--- src/rtl/mips_pkg.sv ---
`default_nettype none
// ============================================================================
// mips_pkg : shared types and constants for the instruction-memory loader
// Rev 1.0  : initial release
// ============================================================================
package mips_pkg;

   localparam int WORD_W         = 32;
   localparam int BYTES_PER_WORD = 4;

   typedef enum logic [2:0] {
      IDLE = 3'd0,
      HDR  = 3'd1,
      DATA = 3'd2,
      CHK  = 3'd3,
      DONE = 3'd4,
      ERR  = 3'd5
   } loader_state_t;

endpackage
`default_nettype wire

--- src/rtl/imem_word_packer.sv ---
`default_nettype none
// ============================================================================
// imem_word_packer : packs little-endian bytes into words (byte0 = word[7:0])
// Rev 1.0          : initial release
// ============================================================================
module imem_word_packer
   import mips_pkg::*;
(
   input  logic              clk,
   input  logic              reset,
   input  logic              clear,
   input  logic              in_valid,
   input  logic [7:0]        in_byte,
   output logic              word_valid,
   output logic [WORD_W-1:0] word
);

   localparam int SR_W = (BYTES_PER_WORD - 1) * 8;

   logic [1:0]      byte_cnt;
   logic [SR_W-1:0] shift_reg;

   // The completing byte is merged combinationally so the loader can register
   // the memory write on the same edge as the final handshake.
   assign word_valid = in_valid && (byte_cnt == 2'(BYTES_PER_WORD - 1));
   assign word       = {in_byte, shift_reg};

   always_ff @(posedge clk or posedge reset) begin
      if (reset) begin
         byte_cnt  <= '0;
         shift_reg <= '0;
      end else if (clear) begin
         byte_cnt  <= '0;
      end else if (in_valid) begin
         shift_reg <= {in_byte, shift_reg[SR_W-1:8]};
         byte_cnt  <= byte_cnt + 2'd1;
      end
   end

endmodule
`default_nettype wire

--- src/rtl/imem_loader.sv ---
`default_nettype none
// ============================================================================
// imem_loader : streams a counted program into instruction memory, holding the
//               core in reset meanwhile. Option macro: LOADER_CHECKSUM_EN.
// Rev 1.0     : initial release
// ============================================================================
module imem_loader
   import mips_pkg::*;
#(
   parameter int ADDR_W = 8
)
(
   input  logic              clk,
   input  logic              reset,
   input  logic              load_req,
   input  logic              byte_valid,
   input  logic [7:0]        byte_data,
   output logic              byte_ready,
   output logic              imem_we,
   output logic [ADDR_W-1:0] imem_addr,
   output logic [WORD_W-1:0] imem_wdata,
   output logic              core_hold,
   output logic              done,
   output logic              error
);

   localparam int unsigned DEPTH = 1 << ADDR_W;

`ifdef LOADER_CHECKSUM_EN
   localparam loader_state_t END_STATE = CHK;
   localparam logic          END_READY = 1'b1;
`else
   localparam loader_state_t END_STATE = DONE;
   localparam logic          END_READY = 1'b0;
`endif

   loader_state_t     state;
   logic [7:0]        hdr_lo;
   logic              hdr_hi;
   logic [15:0]       word_cnt;
   logic [15:0]       word_idx;
   logic [15:0]       hdr_n;
   logic              fire;
   logic              start;
   logic              word_valid;
   logic [WORD_W-1:0] word;

   assign fire  = byte_valid && byte_ready;
   assign start = load_req && ((state == IDLE) || (state == ERR));
   assign hdr_n = {byte_data, hdr_lo};

   imem_word_packer u_packer (
      .clk        (clk),
      .reset      (reset),
      .clear      (start),
      .in_valid   (fire && (state == DATA)),
      .in_byte    (byte_data),
      .word_valid (word_valid),
      .word       (word)
   );

`ifdef LOADER_CHECKSUM_EN
   logic [7:0] csum;

   always_ff @(posedge clk or posedge reset) begin
      if (reset) begin
         csum <= '0;
      end else if (start) begin
         csum <= '0;
      end else if (fire && ((state == HDR) || (state == DATA))) begin
         csum <= csum ^ byte_data;
      end
   end
`endif

   always_ff @(posedge clk or posedge reset) begin
      if (reset) begin
         state      <= IDLE;
         byte_ready <= 1'b0;
         imem_we    <= 1'b0;
         imem_addr  <= '0;
         imem_wdata <= '0;
         core_hold  <= 1'b0;
         done       <= 1'b0;
         error      <= 1'b0;
         hdr_lo     <= '0;
         hdr_hi     <= 1'b0;
         word_cnt   <= '0;
         word_idx   <= '0;
      end else begin
         imem_we <= 1'b0;
         done    <= 1'b0;
         case (state)
            IDLE, ERR: begin
               if (load_req) begin
                  state      <= HDR;
                  byte_ready <= 1'b1;
                  core_hold  <= 1'b1;
                  error      <= 1'b0;
                  imem_addr  <= '0;
                  hdr_hi     <= 1'b0;
                  word_idx   <= '0;
               end
            end
            HDR: begin
               if (fire) begin
                  if (!hdr_hi) begin
                     hdr_lo <= byte_data;
                     hdr_hi <= 1'b1;
                  end else if ({16'd0, hdr_n} > DEPTH) begin
                     state      <= ERR;
                     error      <= 1'b1;
                     byte_ready <= 1'b0;
                  end else if (hdr_n == 16'd0) begin
                     state      <= END_STATE;
                     byte_ready <= END_READY;
                     done       <= !END_READY;
                  end else begin
                     state    <= DATA;
                     word_cnt <= hdr_n;
                  end
               end
            end
            DATA: begin
               if (word_valid) begin
                  imem_we    <= 1'b1;
                  imem_addr  <= ADDR_W'(word_idx);
                  imem_wdata <= word;
                  word_idx   <= word_idx + 16'd1;
                  if (word_idx == word_cnt - 16'd1) begin
                     state      <= END_STATE;
                     byte_ready <= END_READY;
                     done       <= !END_READY;
                  end
               end
            end
`ifdef LOADER_CHECKSUM_EN
            CHK: begin
               if (fire) begin
                  byte_ready <= 1'b0;
                  if (byte_data == csum) begin
                     state <= DONE;
                     done  <= 1'b1;
                  end else begin
                     state <= ERR;
                     error <= 1'b1;
                  end
               end
            end
`endif
            DONE: begin
               state     <= IDLE;
               core_hold <= 1'b0;
            end
            default: begin
               state      <= IDLE;
               byte_ready <= 1'b0;
               core_hold  <= 1'b0;
            end
         endcase
      end
   end

endmodule
`default_nettype wire

--- config.mk ---
export PLATFORM = sky130hd
export DESIGN_NAME = imem_loader
export DESIGN_NICKNAME = d
export VERILOG_FILES = /design/src/rtl/mips_pkg.sv /design/src/rtl/imem_word_packer.sv /design/src/rtl/imem_loader.sv
export SDC_FILE = /design/constraint.sdc
export NUM_CORES = 1
export LEC_CHECK = 0
export ABC_CLOCK_PERIOD_IN_PS = 5350
export CORE_AREA = 2 2 168 88
export CTS_CLUSTER_SIZE = 24
export DETAILED_ROUTE_END_ITERATION = 8
export DIE_AREA = 0 0 170 90
export GPL_TIMING_DRIVEN = 0
export HOLD_SLACK_MARGIN = 0.15
export PLACE_DENSITY_LB_ADDON = 0.2
export SKIP_LAST_GASP = 1
export SYNTH_ARGS = -nofsm -noshare
export SYNTH_HDL_FRONTEND = slang
export SYNTH_SLANG_ARGS = --single-unit
--- constraint.sdc ---
create_clock -name clk -period 5.35 [get_ports clk]
set_clock_uncertainty 0.05 [all_clocks]
set_input_delay 1.07 -clock clk [delete_from_list [all_inputs] [get_ports clk]]
set_output_delay 1.07 -clock clk [all_outputs]
set_load 0.005 [all_outputs]
# == Word-level counts from Yosys, hierarchy flattened ==
# Index checks and enable logic that the tools add are counted.
# word_totals
ff_bits,115
in_bits,12
out_inout_bits,45
# classes
addsub,3
n_lt_le_gt_ge,1
eq_ne,13
mux,41
n_bitwise,6
n_reduce_logical,22
# op_table
operator,n
two-way mux 16 bit,2
one-hot mux 16 bit (2 select lines),1
two-way mux 3 bit,7
two-way mux 1 bit,20
"adder 16 x 1 -> 16 bit, second input constant",1
== test 16 bit,1
"> comparator 16 x 9 -> 1 bit, second input constant",1
logical NOT 16 bit,1
two-way mux 8 bit,2
one-hot mux 8 bit (2 select lines),1
"subtractor 16 x 1 -> 16 bit, second input constant",1
AND reduction 5 bit,3
one-hot mux 3 bit (3 select lines),1
AND reduction 3 bit,3
"inequality test 2 bit, second input constant",4
one-hot mux 1 bit (2 select lines),4
AND reduction 7 bit,1
"== test 3 bit, second input constant",2
NOT 1 bit,6
AND reduction 2 bit,3
nonzero test 2 bit,3
logical AND 1 bit,4
two-way mux 2 bit,2
"inequality test 2 x 1 -> 1 bit, second input constant",2
other kinds (9),10

# == Depth between registers and ports, before layout ==
# logic_depth
ltp_word,6
mapped_depth,9
mapped_depth_nobuf,8

# == Modules after synthesis ==
# Synthesis repeated with hierarchy kept, for this count alone.
# unflattened
cells_unflattened,431
area_unflattened_um2,5410.2
# by_module_without_submodules
mod,n_inst,cells_per_inst,area_per_inst_um2,seq_area_each_um2
imem_loader,1,362,4239.1,2227.1
imem_word_packer,1,69,1171.1,650.6

# == Worst setup path before layout ==
# No wires, ideal clock.
# synth_timing
kind,input -> register
startpoint,in byte_data[4]
endpoint,reg word_cnt[8]
arrival_ns,2.760
path_slack_ns,2.415
path_stages,5
path_buffers,0
cell_sequence,or4_1 -> nor4_1 -> nand3_1 -> nor2_2 -> mux2_2
# synth_via
elab_chain_len,3
word_cells_on_any_way,5
# synth_lines
item,line_no,rtl
"start, declared",imem_loader.sv:17,"input logic [7:0] byte_data,"
> comparator 16 x 9 -> 1 bit / logical NOT 16 bit (equally long branches),"imem_loader.sv:110, imem_loader.sv:114",
NOT 1 bit (no source line),--,
AND reduction 5 bit (no source line) *,--,
"end signal, assigned",imem_loader.sv:120,word_cnt <= hdr_n;
"end, declared",imem_loader.sv:40,logic [15:0] word_cnt;
# Mark *: on every way between the ends. The rest lies on a longest branch, timed or not.
# A chain may end at the register's enable or synchronous reset.

# == Final worst setup path ==
# layout_timing
startpoint,in byte_data[4]
endpoint,reg word_cnt[1]
# Same word-level chain as after synthesis.

==> results <==
- The core outline area is approximately 14000 sq um.
- Once layout is complete, the utilization of the core stands at 0.485.
- The number of nets in the synthesized netlist is 532.
- The total inserted antenna cells is 0.
- Relative to the synthesized area, the layout overhead comes to 27.7%.
- The H-tree generated during clock tree synthesis spans 4 levels.
- Once routing completed, OpenROAD measured the worst setup slack at 1.76 ns.
- The final layout contains routed wiring with a total length of 13900 um.
- By area the synthesized netlist is led by dfrtp_1, mux2_2, nand2_1.
- The hold-fix buffer count after cts is 0.
- The number of flip-flops under the largest register name is 32.
- The die covers ~15000 sq um.
- The number of max-slew violations in the final report is 0.
- The number of warning messages in the yosys log is 0.
- The final count of hold timing violations came to 0.
- The slew at the pin closest to its max-slew limit is slightly above 1 ns.
- After detailed routing, the average wire length per cell comes to 17.7 um.
- The clock period could shrink to 3.59 ns.
- For this run, the detailed router's first-pass iteration total came to 4.
- The share of the clock period used by the worst path after layout is 0.671.
- After synthesis the cells add up to ~5300 sq um.
- The fraction of met3 tracks used by global routing is 0.0528.
- The maximum frequency from static timing analysis is roughly 280 MHz.
- For this run the aggregate overflow at the end of global routing stands at 0.
- The data arrival time of the worst path is roughly 3.8 ns.
- Across every metal layer, demand over resource in global routing totals 0.194.
- The layer with the highest usage after global routing is met1.
- Summing over every cut layer, the via total after detailed routing is between 4000 and 5000.
- The area used by sequential logic in the layout is 2880 sq um.
- In this run, synthesis produced a sequential element count of 115.
- The fraction of the yosys area taken by sequential cells is 0.543.
- The number of fill cells in the layout is 1279.
- The standby leakage power is 3.16 nW.
- The max-capacitance violation count is 0.
- The clock slew seen by the registers of the worst setup and hold paths is 0.05 ns.
- The number of global-route vias before repair was about 4000.
- The worst hold slack is 0.413 ns.
- The global routing usage on met1 is 0.320.
- The detail route stage leaves a number of antenna-violating nets equal to 0.
- The post-route DRC violation count is 0.
- For this run, the leading register cell type out of synthesis is dfrtp_1.
- The I/O pin count is 57.
- The count of flip-flops with a built-in enable after synthesis is 0.
- The power per cell area is 374 nW/um^2.
- The relative slew slack is 0.314.
- The capturing element type of the critical path is a register.
- The final weighted congestion in routability-driven placement is around 0.9.
- In the global route stage, met2 resource usage came out at 0.233.
- In this run the post-CTS setup repair buffer count came out at 0.
- The number of antenna violations at the first check in global routing came to 0.
- The path category of the worst min-delay check is register to register.
- The number of buffer cells added on primary ports is 56.
- Synthesis produced a netlist whose cell count is 517.
- Setup violations remaining at the end of the flow were counted as 0.
- Measured along the x axis, the die boundary spans 170 um.
- The cell type with the largest total area after synthesis is dfrtp_1.
- The clock latency at the later pin of the worst-skew pair is 0.41 ns.
- Post-CTS repair changed the size of 0 cells.
- Row generation in the floorplan step produced 31 rows.
- The starting utilization of the core area is 0.380.
- The placement-stage worst setup slack is 1.31 ns.
- The endpoint required time on the critical path is around 5.6 ns.
- Detailed placement ended at an HPWL of 9860 um.
- The share of synthesized flip-flops with an asynchronous set or reset is 1.00.
- The number of buffers between clock root and the deepest sink is 2.
- Clock tree synthesis found a total of 115 sinks.
- Setup repair after global routing left no endpoint under its margin.
- The CTS tree is done.
- The proportion of netlist area held by the largest area contributor is 0.543.
- The maximum resistive drop on vdd is approximately 0.17 mV.
- The routed via count divided by cell count is between 5 and 6.
- The startpoint-to-endpoint class of the critical path is input port to register.
- Along the worst path, the maximum fanout reaches 10.
- The final-stage net count is 608.
- The largest net degree at the start of global routing is 97.
- For this block, the initial DRC count from the detailed router was 389.
- The top cell types in the final layout, fill and taps aside, are nand2_1, dfrtp_1, clkdlybuf4s50_1, mux2_2, nor2_1.
- The run finished with clean final reports.
- The number of buffers created by CTS is 17.
- The buffer type at the clock tree root is clkbuf_16.
- The area of the multi-input gates is 2270 sq um.
- Averaged over all synthesized cells, the footprint is 10.3 sq um.
- The share of cells above drive strength 1 is 0.140.
- The height of the die is ~90 um.
- The wire length of the first global-routing pass is 22500 um.
- The critical path launch point type is an input port.
- The number of library cell types mapped by synthesis is 56.
## per-layer routing
layer  share of wire  routed length [um]  vias to the layer above
met1            0.56                7780                     2040
met3           0.061                 844                       21
met5               0                   0                        -
li1                -                   -                     1943
met2            0.37                5120                      132
met4           0.012                 164                        0
## critical path, stage by stage
cell             delay [ns]
clkdlybuf4s50_1        0.47
or4_1                  0.58
nor4_1                 0.42
nand3_1                0.26
nor2_2                 0.53
buf_2                  0.35
o21ai_0                0.13
## layout make-up
class                           count  area share
Inverter                           10     0.00628
Tap cell                          181      0.0335
Buffer                             28      0.0164
Clock buffer                       20      0.0660
Multi-Input combinational cell    364       0.336
Sequential cell                   115       0.425
Timing Repair Buffer               57      0.0869
Clock inverter                     12      0.0301
## through the flow
step / instances / TNS, ns / total power, mW / instance area, sq um
after floorplan: 517 / 0 / 1.18 / 5300
after global placement: 754 / -55.97 / 1.28 / 6090
after detailed placement: 755 / 0 / 1.29 / 6120
after CTS: 787 / 0 / 2.55 / 6770
after global routing: 787 / 0 / 2.64 / 6770
final: 787 / 0 / 2.53 / 6770
## final timing paths
path | endpoint | cells past startpoint | slack, ns | from
worst max-delay path | word_cnt[1] | 7 | 1.76 | byte_data[4]
worst max register to register | state[1] | 9 | 2.50 | word_cnt[0]
max in group asynchronous | word_idx[4] | 3 | 3.58 | reset
worst min-delay path | imem_wdata[6] | 2 | 0.41 | u_packer.shift_reg[6]
min in group asynchronous | core_hold | 2 | 0.92 | reset
worst min register to register | imem_wdata[6] | 2 | 0.41 | u_packer.shift_reg[6]
## Yosys cell counts (4+ instances only)
master	number
dfrtp_1	115
nand2_1	115
mux2_2	40
nor2_1	35
clkbuf_1	24
xnor2_1	21
nor3_1	15
nor4_1	13
a21oi_1	11
xor2_1	11
a22o_1	10
inv_1	10
nand3_1	10
nor2b_1	10
o21ai_0	8
a2111oi_0	4
nand4_1	4
or3_1	4
## report_power, final
group | internal [mW] | switching (mW) | total [mW]
clock network | 0.840 | 0.413 | 1.25
logic | 0.124 | 0.178 | 0.303
registers | 0.926 | 0.0515 | 0.978
total | 1.89 | 0.643 | 2.53
## cell families (layout without fill, tap and decap cells)
| kind of cell | Yosys count | in the layout | synth area share |
|---|---|---|---|
| adders and majority gates | 3 | 3 | 0.00708 |
| xor gates and xnor gates | 32 | 32 | 0.0529 |
| DFF | 115 | 115 | 0.543 |
| muxes | 40 | 40 | 0.0850 |
| and+or+nand+nor | 231 | 231 | 0.203 |
| AOI/OAI and AO/OA | 58 | 58 | 0.0807 |
| buffers and inverters | 38 | 127 | 0.0281 |
(Power assumes the default switching activity.)
==> variant (config.mk and constraints unchanged) <==
Add a define of `LOADER_CHECKSUM_EN`.
--- a/src/rtl/imem_loader.sv
+++ b/src/rtl/imem_loader.sv
@@ -4,6 +4,8 @@
 //               core in reset meanwhile. Option macro: LOADER_CHECKSUM_EN.
 // Rev 1.0     : initial release
 // ============================================================================
+`define LOADER_CHECKSUM_EN
+
 module imem_loader
    import mips_pkg::*;
 #(
Behaviour: not the same (Yosys sat finds a counterexample within 4 cycles, from zero or initial values and one cycle with reset high).
==> variant against the unedited design <==
Sequential power increased by 11%; global-route usage increased by 0.18 points; first-iteration DRC count decreased by 29%; area after synthesis increased by 8.4%; sequential cell count increased by 8; non-clock buffer count decreased by 4; routed wire length increased by 1.6%; power increased by 5.5%; design area increased by 5.7%; register-to-register slack improved by 0.21 ns; setup slack improved by 0.40 ns; via count increased by 1.7%; critical path type unchanged; largest cell class unchanged.
==> variant: results (changes against the unedited design) <==
Placed design
  • Cell count after placement: 739 (-2.1%)
  • Total cell area at the placement stage: 6560 um2 (+7.1%)
  • Buffers added on ports: 55 (-1.8%)
  • Hpwl dp: 9.99 mm (+1.3%)
  • Worst slack at placement: 1.77 ns (+0.459 ns)
  • Routability Congestion: 0.845 (-5.3%)

Clock tree
  • Number of buffers inserted to repair setup after CTS: 0 (unchanged)
  • Maximum buffer depth of the clock tree: 2 (unchanged)
  • Clk pin slew, worst setup/hold paths: roughly 0.060 ns
  • Clock H-tree levels: 4 (unchanged)

Synthesis
  • Net count after synthesis: 517 (-2.8%)
  • Count of flip-flops with a built-in enable after synthesis: 0 (unchanged)
  • Share of synthesized area occupied by flip-flops and latches: 53.6% (-0.74 points)
  • Share of synthesized registers carrying an async set or reset: 100% (unchanged)
  • Leading cell types by total area after synthesis: dfrtp_1 54%, mux2_2 14%, xor2_1 4.4%
  • Most instantiated cells after synthesis: 123 x dfrtp_1, 72 x mux2_2, 41 x nor2_1, 29 x xor2_1, 26 x nand2_1
  • Count of cell types in the netlist: 53 (-5.4%)
  • Most instantiated flip-flop cell in the synthesis netlist: dfrtp_1
  • Mean Syn Cell Area: 11.4 um2 (+12%)

STA
  • Actual slew at the worst max-slew pin: 1.10 ns (+0.0672 ns)
  • Slew Limit Fails: 0 (unchanged)
  • Crit share post-route: 59.6% (-7.5 points)
  • Hold slack final: 0.442 ns (+0.0289 ns)

Cells and area
  • Fraction of layout cells with a size suffix above 1: 21.4% (+7.3 points)
  • # fillers: 1206 (-5.7%)
  • Post-layout nets: 592 (-2.6%)
  • Antenna diode count: 0 (unchanged)
  • Final cell utilization of the core: 51.3% (+2.8 points)

Detailed routing
  • Total detailed-routing wirelength: 14.1 mm (+1.6%)
  • Iter 0 DRT Violations: 278 (-29%)
  • Vias post-DR: 4208 (+1.7%)
  • Number of search-and-repair iterations in the first detailed-routing pass: 8 (+4)
  • Detailed-route wire length per cell: 18.3 um (+3.7%)

Critical path
  • Depth of the worst register-to-register path: 4 (-5)
  • Capturing element of the worst setup path: word_cnt[2]
  • Critical path data arrival time: 3.43 ns (-0.39 ns)
  • Critical path launch point: byte_data[2]
  • RR Endpoint: u_packer.shift_reg[4]
  • Slowest CP cell: nor4_4
  • Register-to-Register Setup Slack: 2.71 ns (+0.21 ns)
  • Source of the worst register-to-register timing path: state[0]
  • CP max stage delay: 0.73 ns (+0.15 ns)

GRT
  • Total track usage: 19.5% (+0.18 points)
  • Maximum number of pins on one net before global-route repair: 88 (-9.3%)
  • Antenna violations before repair: 0 (unchanged)
  • First-pass GRT wire length: 23.1 mm (+2.8%)

Power
  • Leakage: 3.26 nW (+3.4%)
  • Maximum vdd drop: 198 uV (+17%)

Worst hold path
  • Hold EP: error
  • Start point of the worst hold path: error
  • Worst hold-check path type: reg -> reg

Status
  • Status: completed
[variant: cell count changes after synthesis, sizes merged, moves of 6 or more]
cell | before | now
and2 | 1 | 7
nor3 | 16 | 8
mux2 | 40 | 72
dfrtp | 115 | 123
o21ai | 8 | 21
nand4 | 4 | 19
buf | 4 | 10
clkbuf | 24 | 15
a22o | 10 | 1
nor2b | 10 | 4
nand2 | 115 | 26
xor2 | 11 | 29
and3 | 2 | 8
[variant: cell families (layout without fill, tap and decap cells)]
logic type,count (synthesis),in the layout,synth area share [%]
DFF,123,123,53.6
muxes,77,77,15.0
and+or+nand+nor,153,153,14.2
adders and majority gates,3,3,0.653
xor gates and xnor gates,47,47,7.16
buffers and inverters,42,130,3.09
AOI/OAI and AO/OA,57,57,6.40
[variant: worst max-delay path: cells and delay by family]
kind	cells	cell delay, ns
and+or+nand+nor	3	1.37
muxes	1	0.42
buffers and inverters	1	0.57
[variant: cell type report]
cell class | instances | area share (%)
Clock buffer | 18 | 6.14
Inverter | 17 | 0.962
Tap cell | 181 | 3.16
Buffer | 25 | 1.59
Multi-Input combinational cell | 337 | 34.8
Timing Repair Buffer | 56 | 8.08
Sequential cell | 123 | 43.0
Clock inverter | 14 | 2.26
[variant: report_power, final]
group | internal [mW] | switching (mW)
Combinational | 0.172 | 0.240
Sequential | 1.01 | 0.0777
Clock | 0.709 | 0.461
[variant: per-layer routing]
layer  share of wire [%]  vias up  global-route usage, %  routed length, um
met4                 1.2        0                   4.99                171
li1                    -     1929                      -                  -
met2                  39      129                   25.2               5500
met1                  54     2130                   31.7               7670
met3                 5.5       20                   5.11                781
met5                   0        -                      0                  0
